File: src/rtl/mmu_loader_if.sv
// Bus bundle between the table loader, the memory read port and the
// MMU register port. The loader takes the master side.
interface mmu_loader_if #(
    parameter int RV = 16,
    parameter int PA = RV
);
    // memory read channel
    logic          mem_req;
    logic [PA-1:0] mem_addr;
    logic          mem_ack;
    logic          mem_err;
    logic [RV-1:0] mem_rdata;

    // MMU register port
    logic          mmu_reg_write;
    logic [RV-1:0] mmu_reg_data;
    logic [RV-1:0] mmu_reg_read;
    logic          mmu_fault;

    modport master (
        output mem_req, mem_addr, mmu_reg_write, mmu_reg_data,
        input  mem_ack, mem_err, mem_rdata, mmu_reg_read, mmu_fault
    );

    modport slave (
        input  mem_req, mem_addr, mmu_reg_write, mmu_reg_data,
        output mem_ack, mem_err, mem_rdata, mmu_reg_read, mmu_fault
    );
endinterface

File: src/rtl/mmu_loader.sv
// Context-switch sequencer: saves the MMU fault register, streams all
// 4*NMMU translation entries from memory into the MMU through its
// select/write register pair, then restores the fault register.
module mmu_loader #(
    parameter int RV   = 16,
    parameter int PA   = RV,
    parameter int NMMU = 8
) (
    input  logic          clk,
    input  logic          reset,
    input  logic          start,
    input  logic [PA-1:0] base,
    output logic          busy,
    output logic          done,
    output logic          err,
    mmu_loader_if.master  bus
);
    localparam int L    = $clog2(NMMU);
    localparam int IW   = L + 2;             // entry index: {ins, sup, page}
    localparam int NENT = 4 * NMMU;
    localparam int BSH  = $clog2(RV / 8);    // byte offset shift per word
    localparam logic [IW-1:0] LAST = IW'(NENT - 1);

    typedef enum logic [2:0] {
        S_IDLE, S_SAVE, S_FETCH, S_WSEL, S_WENT, S_RESTORE, S_DONE
    } state_t;

    state_t        state_q, state_d;
    logic [IW-1:0] idx_q, idx_d;
    logic [PA-1:0] base_q, base_d;
    logic [RV-1:0] save_q, save_d;
    logic [RV-1:0] data_q, data_d;
    logic          err_q, err_d;

    logic [PA-1:0] idx_ext;
    assign idx_ext = {{(PA-IW){1'b0}}, idx_q};
    assign err     = err_q;

    // State register; reset abandons any load in progress
    always_ff @(posedge clk) begin
        if (reset) begin
            state_q <= S_IDLE;
            idx_q   <= '0;
            base_q  <= '0;
            save_q  <= '0;
            data_q  <= '0;
            err_q   <= 1'b0;
        end else begin
            state_q <= state_d;
            idx_q   <= idx_d;
            base_q  <= base_d;
            save_q  <= save_d;
            data_q  <= data_d;
            err_q   <= err_d;
        end
    end

    // Next-state and output decode; a concurrent MMU fault drops our
    // write, so each write state waits for a fault-free cycle
    always_comb begin
        state_d           = state_q;
        idx_d             = idx_q;
        base_d            = base_q;
        save_d            = save_q;
        data_d            = data_q;
        err_d             = err_q;
        busy              = (state_q != S_IDLE);
        done              = 1'b0;
        bus.mem_req       = 1'b0;
        bus.mem_addr      = '0;
        bus.mmu_reg_write = 1'b0;
        bus.mmu_reg_data  = '0;

        unique case (state_q)
            S_IDLE: begin
                if (start) begin
                    base_d  = base;
                    err_d   = 1'b0;
                    idx_d   = '0;
                    state_d = S_SAVE;
                end
            end
            S_SAVE: begin
                save_d  = bus.mmu_reg_read;
                state_d = S_FETCH;
            end
            S_FETCH: begin
                bus.mem_req  = 1'b1;
                bus.mem_addr = base_q + (idx_ext << BSH);
                if (bus.mem_ack) begin
                    if (bus.mem_err) begin
                        err_d   = 1'b1;
                        state_d = S_RESTORE;
                    end else begin
                        data_d  = bus.mem_rdata;
                        state_d = S_WSEL;
                    end
                end
            end
            S_WSEL: begin
                bus.mmu_reg_write = 1'b1;
                bus.mmu_reg_data  = {idx_q[L-1:0], {(RV-L-4){1'b0}},
                                     idx_q[L+1], idx_q[L], 2'b00};
                if (!bus.mmu_fault) begin
                    state_d = S_WENT;
                end
            end
            S_WENT: begin
                bus.mmu_reg_write = 1'b1;
                bus.mmu_reg_data  = data_q | RV'(1);
                if (bus.mmu_fault) begin
                    // the fault clobbered the MMU's selected index
                    state_d = S_WSEL;
                end else if (idx_q == LAST) begin
                    state_d = S_RESTORE;
                end else begin
                    idx_d   = idx_q + IW'(1);
                    state_d = S_FETCH;
                end
            end
            S_RESTORE: begin
                bus.mmu_reg_write = 1'b1;
                bus.mmu_reg_data  = save_q & ~RV'(1);
                if (!bus.mmu_fault) begin
                    state_d = S_DONE;
                end
            end
            S_DONE: begin
                done    = 1'b1;
                state_d = S_IDLE;
            end
            default: state_d = S_IDLE;
        endcase
    end
endmodule
File: src/flat_wrapper.sv
// flat-port wrapper written by rule: the top's interface ports become plain ports
module mmu_loader_flat 
#(
    parameter int RV   = 16,
    parameter int PA   = RV,
    parameter int NMMU = 8
)
  (clk, reset, start, base, busy, done, err, bus_mem_req, bus_mem_addr, bus_mmu_reg_write, bus_mmu_reg_data, bus_mem_ack, bus_mem_err, bus_mem_rdata, bus_mmu_reg_read, bus_mmu_fault);
  mmu_loader_if #(.RV(RV), .PA(PA)) bus_i ();
  input  logic clk;
  input  logic reset;
  input  logic start;
  input  logic [PA-1:0] base;
  output logic busy;
  output logic done;
  output logic err;
  output wire logic [$bits(bus_i.mem_req)-1:0] bus_mem_req;
  output wire logic [$bits(bus_i.mem_addr)-1:0] bus_mem_addr;
  output wire logic [$bits(bus_i.mmu_reg_write)-1:0] bus_mmu_reg_write;
  output wire logic [$bits(bus_i.mmu_reg_data)-1:0] bus_mmu_reg_data;
  input wire logic [$bits(bus_i.mem_ack)-1:0] bus_mem_ack;
  input wire logic [$bits(bus_i.mem_err)-1:0] bus_mem_err;
  input wire logic [$bits(bus_i.mem_rdata)-1:0] bus_mem_rdata;
  input wire logic [$bits(bus_i.mmu_reg_read)-1:0] bus_mmu_reg_read;
  input wire logic [$bits(bus_i.mmu_fault)-1:0] bus_mmu_fault;
  assign bus_mem_req = bus_i.mem_req;
  assign bus_mem_addr = bus_i.mem_addr;
  assign bus_mmu_reg_write = bus_i.mmu_reg_write;
  assign bus_mmu_reg_data = bus_i.mmu_reg_data;
  assign bus_i.mem_ack = bus_mem_ack;
  assign bus_i.mem_err = bus_mem_err;
  assign bus_i.mem_rdata = bus_mem_rdata;
  assign bus_i.mmu_reg_read = bus_mmu_reg_read;
  assign bus_i.mmu_fault = bus_mmu_fault;
  mmu_loader #(.RV(RV), .PA(PA), .NMMU(NMMU)) u_core (.clk(clk), .reset(reset), .start(start), .base(base), .busy(busy), .done(done), .err(err), .bus(bus_i));
endmodule
File: config.mk
export PLATFORM = sky130hd
export DESIGN_NAME = mmu_loader_flat
export DESIGN_NICKNAME = d
export VERILOG_FILES = /design/src/rtl/mmu_loader_if.sv /design/src/rtl/mmu_loader.sv /design/src/flat_wrapper.sv
export SDC_FILE = /design/constraint.sdc
export NUM_CORES = 1
export LEC_CHECK = 0
export CORE_UTILIZATION = 40
export DETAILED_ROUTE_END_ITERATION = 6
export GPL_ROUTABILITY_DRIVEN = 0
export PLACE_DENSITY = 0.79
export SETUP_SLACK_MARGIN = 0.05
export SLEW_MARGIN = 20
export SYNTH_ARGS = -nofsm -noshare
export SYNTH_HDL_FRONTEND = slang
export SYNTH_SLANG_ARGS = --single-unit
File: constraint.sdc
create_clock -name clk -period 1.95 [get_ports clk]
set_input_delay 0.195 -clock clk [delete_from_list [all_inputs] [get_ports clk]]
set_output_delay 0.195 -clock clk [all_outputs]
set_load 0.03 [all_outputs]
==> results of run 1 <==
## where the power goes
| part | internal [W] | switching, W | total (W) |
|---|---|---|---|
| Clock | 0.000416 | 0.000380 | 0.000797 |
| Sequential | 0.00122 | 0.0000841 | 0.00131 |
| Combinational | 0.000460 | 0.000570 | 0.00103 |
| Total | 0.00210 | 0.00103 | 0.00313 |
## cells in the mapped netlist (2+ instances only)
library cell,number
nand3b_1,3
dfxtp_1,55
o211ai_1,2
buf_2,11
and3_1,6
nand2b_1,4
a21o_1,3
nand2_1,106
nor2b_1,4
nand4_1,2
ha_1,7
and2_1,4
or3_1,7
o21a_1,2
a32oi_1,2
inv_1,9
a21oi_1,61
nor2_1,19
nand3_1,4
nor3_1,6
a2111o_1,2
clkbuf_1,13
xor2_1,2
a21boi_1,2
mux2i_1,18
o21ai_0,13
## layout by cell type (no fill, tap or decap), drive strengths merged, types with 2 or more instances in the layout
master         netlist  routed
a2111o               2       2
a21boi               3       3
a21o                 3       3
a21oi               61      61
a32oi                2       2
and2                 4       4
and3                 6       6
buf                 13      77
clkbuf              13       6
clkdlybuf4s15        0       2
clkdlybuf4s50        0      51
dfxtp               55      55
ha                   7       7
inv                  9       9
mux2i               18      18
nand2              106     106
nand2b               4       4
nand3                4       4
nand3b               3       3
nand4                2       2
nor2                19      19
nor2b                4       4
nor3                 6       6
nor3b                3       3
o211ai               2       2
o21a                 2       2
o21ai               13      13
or3                  7       7
xor2                 2       2
## path summary, 6_finish.rpt
check / startpoint / endpoint / slack, ps / depth (start not counted)
worst max-delay path: u_core.base_q[1] / bus_mem_addr[11] / -590 / 9
worst min-delay path: reset / u_core.err / 390 / 2
worst max register to register: u_core.idx_q[0] / u_core.idx_q[1] / 110 / 10
worst min register to register: u_core.data_q[4] / u_core.data_q[4] / 460 / 2
## metal layers
layer,track usage [%],vias to the layer above,share of wire (%)
li1,-,1533,-
met1,30.0,1470,43
met2,41.3,93,50
met3,5.12,9,5.3
met4,7.00,0,1.2
met5,0,-,0
## what timing repair did
item,4_1_cts,5_1_grt
setup endpoints to repair,19,35
gates cloned,1,0
setup buffers,4,3
hold buffers,0,0
resized for setup,41,29
pin swaps,11,15
## metrics by stage
step           hold WS (ps)  worst slack, ps  total power (W)  setup TNS [ps]  instance area, um2
2_1_floorplan           323             -185          0.00190            -517                3090
3_3_place_gp            441             -268          0.00225           -1030                4180
3_5_place_dp            446             -324          0.00227           -1410                4180
4_1_cts                 394             -568          0.00310           -4620                4470
5_1_grt                 409             -677          0.00328           -6060                4600
6_report                390             -586          0.00313           -5150                4600
## worst register-to-register path, stage by stage, from the launching register on
cell and delay (ps):
dfxtp_4 370, buf_4 140, ha_4 140, and3_4 190, ha_4 150, nor2_4 50
buf_4 140, buf_4 120, buf_4 140, o211ai_1 190, a21oi_1 100
## registers in the layout (all words and copies together) (netlist names)
register,flops
u_core.base_q,16
u_core.data_q,15
u_core.err,1
u_core.idx_q,5
u_core.save_q,15
u_core.state_q,3
## area by class of cell
type | instances | area, um2 | area share, %
inverters | 9 | 36.3 | 0.789
well taps | 96 | 120 | 2.61
repair buffers | 131 | 1210 | 26.4
flip-flops and latches | 55 | 1120 | 24.3
clock buffers | 6 | 82.6 | 1.79
clock inverters | 2 | 35.0 | 0.761
multi-input cells | 296 | 1990 | 43.4
## cell families (layout without fill, tap and decap cells)
| family | after synthesis | in the layout |
|---|---|---|
| XOR/XNOR | 3 | 3 |
| adder cells (fa/ha/maj) | 8 | 8 |
| AO/OA/AOI/OAI | 95 | 95 |
| AND/OR/NAND/NOR | 172 | 172 |
| flip-flops | 55 | 55 |
| multiplexers | 18 | 18 |
| buffers and inverters | 35 | 148 |
==> impl_metrics.csv, run 1 <==
group,metric,value,unit
yosys,ys_warn_count,0,
yosys,synthSimpleGateAreaFrac,26.8,%
floorplanning,die_w,87.4,um
critical_path,critical_path_required,1750,ps
sta,drv_slew,0,
finish,area_growth,57.6,%
power_and_ir_drop,powerDensity,681,nW/um2
critical_path,cp-end-kind,"output port",
sta,finalHoldViolCount,0,
place,hpwlAfterDp,6230,um
worst_hold_path,hp-class,"in2reg",
finish,fill_cells,558,
route,dr.pass1.iters,5,
yosys,synth_top_family_by_area,"simple AND/OR/NAND/NOR gates",
floorplanning,start_util,42.3,%
global_routing,antenna_found_initial,0,
yosys,synth_nets,448,
yosys,synth-adder-area-share,3.69,%
sta,fin_skew,6.54,ps
global_routing,track_usage,24.0,%
clocking,cts_max_path_buffers,2,
sta,period_share,130,%
floorplanning,die_area,7640,um2
place,placedCellCount,579,
clocking,clk_pin_slew,100,ps
critical_path,worstSetupStartpointType,"register",
route,antenna_left,0,
critical_path,cp_slowest_cell,"dfxtp_2",
yosys,ys_seq_elements,55,
global_routing,grt_pass1_wl,14200,um
finish,drive_gt1_share,29.7,%
finish,fin_nets,560,
yosys,synth_area_leaders,"dfxtp_1, nand2_1, a21oi_1",
route,routed_via_density,5.22,
yosys,synth-main-ff-cell,"dfxtp_1",
critical_path,path_buf_inv,3,
yosys,synth_top_area_share,37.7,%
yosys,synthXorXnorAreaFrac,0.900,%
yosys,synth_top_cell_by_area,"dfxtp_1",
sta,setup_viol,12,
floorplanning,num_rows,30,
yosys,synth-seq-area-share,37.7,%
power_and_ir_drop,ir_worst_vdd,421,uV
yosys,synthArstFlopShare,0,%
clocking,clock-sinks,55,
yosys,synth_compound_area_share,19.3,%
floorplanning,die_h,87.4,um
clocking,cts_root_buf,"clkbuf_8",
finish,utilization,66.6,%
sta,relSlewSlack,58.9,%
yosys,synth-edff-count,0,
clocking,cts_inserted_buffers,5,
floorplanning,pin_count,91,
yosys,syn_area,2920,um2
sta,period_minus_slack,2540,ps
yosys,syn_inst,386,
sta,rsz0062_at_grt,"yes",
finish,antenna_cells,0,
global_routing,grt_pass1_vias,2987,
clocking,clkLatencyLatePin,310,ps
route,wl_per_cell,15.2,um
yosys,syn_avg_cell_area,7.56,um2
power_and_ir_drop,p_leak,1.66,nW
critical_path,crit_fanout,7,
critical_path,critPathArrivalTime,2340,ps
global_routing,grt_max_degree,30,
finish,fin_cells,595,
yosys,ys_types,45,
route,vias,3105,
critical_path,critical_path.max_stage_delay,360,ps
flow_run,maxCapViolations,0,
clocking,ctsHtreeMaxLevel,2,
sta,fmax,394,MHz
sta,worstMarginPinSlew,617,ps
route,drt_iter0_drc,234,
floorplanning,core,6910,um2
run_status,status,"finished with violations",
sta,finalWorstSetupSlack,-586,ps
run_status,violations,"negative setup slack",
route,totalWireLength,9020,um
yosys,synthMuxAreaShare,6.17,%
critical_path,crit_path_cell_trace,"ha_4 > inv_2 > fa_2 > nor2b_4 > o2111ai_4 > buf_4 > a21boi_4 > mux2i_4 > buf_6",
clocking,cts_tree,"yes",
critical_path,worstSetupPathType,"reg2out",
route,post-route-drc-count,0,
critical_path,critical-path-top-delay-family,"adder cells",
global_routing,globalRouteOverflowTotal,0,
place,place.port_buffers,88,
(Power assumes the default switching activity.)
==> run 2: changes to the inputs <==
--- a/config.mk
+++ b/config.mk
@@ -5,10 +5,11 @@
 export SDC_FILE = /design/constraint.sdc
 export NUM_CORES = 1
 export LEC_CHECK = 0
-export CORE_UTILIZATION = 40
+export CORE_UTILIZATION = 42
 export DETAILED_ROUTE_END_ITERATION = 6
 export GPL_ROUTABILITY_DRIVEN = 0
-export PLACE_DENSITY = 0.79
+export HOLD_SLACK_MARGIN = 0.03
+export PLACE_DENSITY = 0.82
 export SETUP_SLACK_MARGIN = 0.05
 export SLEW_MARGIN = 20
 export SYNTH_ARGS = -nofsm -noshare
==> impl_metrics.csv, run 2 (same netlist as run 1, synthesis figures left out) <==
group,metric,value,unit
run_status,status,"finished with violations",
run_status,violations,"negative setup slack",
floorplanning,die_h,85.4,um
route,antenna_left,0,
critical_path,cp-end-kind,"output port",
power_and_ir_drop,powerDensity,674,nW/um2
floorplanning,pin_count,91,
route,dr.pass1.iters,4,
clocking,cts_max_path_buffers,2,
finish,regArea,1110,um2
sta,period_minus_slack,2460,ps
finish,fill_cells,512,
clocking,hold_buffers,0,
finish,fin_nets,568,
floorplanning,die_area,7290,um2
global_routing,globalRouteOverflowTotal,0,
clocking,cts_tree,"yes",
clocking,clock-sinks,55,
sta,fin_skew,7.35,ps
global_routing,grt_max_degree,33,
power_and_ir_drop,ir_worst_vdd,375,uV
floorplanning,die_w,85.4,um
critical_path,worstSetupStartpointType,"register",
sta,worstMarginPinSlew,649,ps
power_and_ir_drop,p_leak,1.68,nW
critical_path,critical_path_required,1750,ps
sta,fmax,406,MHz
global_routing,antenna_found_initial,0,
floorplanning,start_util,43.2,%
sta,setup_viol,12,
sta,finalWorstSetupSlack,-513,ps
clocking,clk_pin_slew,110,ps
finish,area_growth,55.0,%
finish,final_common_cell,"nand2_1",
sta,finalHoldViolCount,0,
critical_path,critPathArrivalTime,2270,ps
sta,rsz0062_at_grt,"yes",
clocking,cts_root_buf,"clkbuf_8",
finish,drive_gt1_share,29.0,%
finish,top_register,"u_core.base_q",
global_routing,track_usage,24.4,%
route,post-route-drc-count,0,
finish,layout_common_cells,"nand2_1, buf_4, a21oi_1",
finish,antenna_cells,0,
sta,whs,392,ps
clocking,ctsHtreeMaxLevel,2,
place,place.port_buffers,88,
route,drt_iter0_drc,190,
route,vias,3183,
sta,relSlewSlack,56.7,%
sta,tns,-4820,ps
global_routing,grt_pass1_vias,2985,
sta,period_share,126,%
finish,multi_input_area,1940,um2
route,totalWireLength,9030,um
route,wl_per_cell,15.4,um
floorplanning,num_rows,30,
flow_run,maxCapViolations,0,
clocking,clkLatencyLatePin,300,ps
place,hpwlAfterDp,6120,um
floorplanning,core,6760,um2
critical_path,worstSetupPathType,"reg2out",
sta,drv_slew,0,
clocking,cts_inserted_buffers,5,
global_routing,grt_pass1_wl,14200,um
finish,reg_top3,"u_core.base_q: 16 flops, u_core.data_q: 15 flops, u_core.save_q: 15 flops",
worst_hold_path,hp-class,"in2reg",
critical_path,crit_fanout,6,
finish,largest_register_ffs,16,
route,routed_via_density,5.42,
==> run 2: changes by cell type in the layout (fill, tap and decap cells not counted), moves of 2 or more <==
cell	delta
ha_2	+2
or3_4	-3
a21oi_2	-2
or3_1	+3
dfxtp_2	-2
a21oi_1	+2
dfxtp_1	+3
buf_4	+10
ha_4	-2
==> run 2: path summary, 6_finish.rpt <==
kind,startpoint,to,slack [ps],cells past startpoint
max,u_core.base_q[1],bus_mem_addr[15],-510,8
min,reset,u_core.err,390,2
max reg2reg,u_core.idx_q[0],u_core.idx_q[3],100,8
min reg2reg,u_core.data_q[14],u_core.data_q[14],460,2
==> run 2: where the power goes <==
group	internal (W)	switching (W)	leakage [nW]
Combinational	0.000513	0.000590	1.19
Sequential	0.00122	0.0000810	0.450
Clock	0.000254	0.000388	0.0483
==> run 2: repair_timing <==
item                                    4_1_cts  5_1_grt
gates cloned                                  1        0
endpoints found under the setup margin       19       35
resized for setup                            40       25
setup buffers                                 4        9
pin swaps                                    16        9
==> run 2: worst max-delay path: stages, from the launching register on <==
cell and delay, ps:
dfxtp_2 360, ha_4 140, inv_2 30, fa_2 360, nor2b_4 150, o2111ai_4 180
a211oi_4 320, mux2i_4 270, buf_6 150
==> run 2: cell type report <==
| class | count | share of cell area [%] |
|---|---|---|
| Clock buffer | 5 | 1.52 |
| Clock inverter | 3 | 0.415 |
| Inverter | 9 | 0.746 |
| Multi-Input combinational cell | 296 | 42.9 |
| Sequential cell | 55 | 24.6 |
| Tap cell | 80 | 2.21 |
| Timing Repair Buffer | 139 | 27.7 |
==> run 2: per-layer routing <==
metal | part of all wire [%] | vias to the layer above | GRT usage (%)
met1 | 41 | 1497 | 30.0
met5 | 0 | - | 0
met3 | 6.6 | 14 | 4.67
met4 | 1.5 | 0 | 7.58
met2 | 51 | 121 | 43.0
li1 | - | 1551 | -
==> run 2: per-stage QoR <==
step                cell area [um2]  util [%]  power, W  instances  worst slack, ps
global placement               4170      61.7   0.00226        566             -268
detailed placement             4170      61.7   0.00229        566             -296
CTS                            4410      65.3   0.00295        578             -522
global route                   4530      67.0   0.00321        587             -661
finish                         4530      67.0   0.00305        587             -513
floorplan                      3090         -   0.00190        386             -185
==> patch: new RTL, settings of run 1 <==
Take the reset off `data_q` and load it in a clocked block of its own.
--- a/src/rtl/mmu_loader.sv
+++ b/src/rtl/mmu_loader.sv
@@ -44,5 +44,4 @@
             base_q  <= '0;
             save_q  <= '0;
-            data_q  <= '0;
             err_q   <= 1'b0;
         end else begin
@@ -51,7 +50,10 @@
             base_q  <= base_d;
             save_q  <= save_d;
-            data_q  <= data_d;
             err_q   <= err_d;
         end
+    end
+
+    always_ff @(posedge clk) begin
+        data_q <= data_d;
     end
 
Formal check against the unedited RTL: same outputs for any inputs over 10 cycles, from zero or initial values and one cycle with reset high; that may be too few to reach the edited logic, so the function may still have changed.
==> patch against run 1 <==
The run still ends with negative setup slack left. Via count shrank 10%. Sequential cell count is the same. Worst setup slack gained 3.7 ps. Wire length shrank 9.8%. Total power shrank 0.86%. Synthesized cell count shrank 13%. Critical endpoint is now bus_mem_addr[15]. Final area shrank 2.0%. Synthesized area shrank 1.7%. Final cell count shrank 7.7%.
==> patch: results (changes against run 1) <==
Run status
  • Outcome: complete, but fails checks
  • Failing checks: negative setup slack

Finish
  • Fillers: 556 (-0.36%)
  • Non-clock buffer area fraction after layout: 25.86% (-0.55 points)
  • Seq area share: 28.08% (+3.8 points)
  • Multi-input gates: 251 (-15%)
  • Post-Layout Cell Count: 549 (-7.7%)
  • Non-clk bufs: 130 (-0.76%)
  • Ratio of cells with drive above 1 in the final layout: 32.45% (+2.8 points)

Routing
  • WL/cell: 14.82 µm (-2.3%)
  • WL met2: 3946 µm (-13%)
  • Via/cell ratio: 5.084 (-2.6%)
  • Pre-antenna DRT Iters: 4 (-1)

Synthesis
  • Post-synth EDFFs: 15 (+15)
  • Synth Area in Compound Gates: 17.22% (-2.1 points)
  • Mapped Avg Cell Area: 8.568 µm² (+13%)
  • Cell count after synthesis: 335 (-13%)

Critical path
  • Register-to-Register Path Depth: 9 (-1)
  • Critical path peak fanout: 6 (-1)
  • Reg-to-Reg End: u_core.idx_q[3]
  • Top Family by Delay on Critical Path: compound AO/OA/AOI/OAI gates
  • Crit-path slowest cell: dfxtp_4

GRT
  • Global-route wire length before repair: 13050 µm (-7.9%)
  • M2 GR Usage: 37.95% (-3.3 points)
  • GRT Resource Usage Total: 22.31% (-1.7 points)
  • Vias in the first global route: 2735 (-8.4%)

STA
  • Setup ws final: -582.7 ps (+3.681 ps)
  • # setup viols final: 13 (+1)

Power
  • Seq pwr: 1.35 mW (+3%)
patch: metrics by stage:
step | hold WS, ps | power (mW)
2_1_floorplan | 293.9 | 1.980
3_3_place_gp | 442.0 | 2.339
3_5_place_dp | 447.0 | 2.361
4_1_cts | 410.5 | 3.094
5_1_grt | 414.9 | 3.260
6_report | 415.7 | 3.107
patch: worst min-delay path by stage:
stage | to | cells past startpoint | slack, ps | start
after floorplan | u_core.data_q[10] | 0 | 290 | bus_mem_rdata[10]
after global placement | u_core.base_q[0] | 2 | 440 | u_core.base_q[0]
after detailed placement | u_core.save_q[3] | 2 | 450 | u_core.save_q[3]
after CTS | u_core.base_q[4] | 3 | 410 | base[4]
after global routing | u_core.data_q[10] | 1 | 410 | bus_mem_rdata[10]
final | u_core.save_q[6] | 3 | 420 | bus_mmu_reg_read[6]
patch: repair_timing:
action | 4_1_cts | 5_1_grt
cloned | 1 | 0
buffers inserted | 5 | 2
resized for setup | 49 | 12
pin swaps | 18 | 8
setup endpoints to repair | 32 | 20
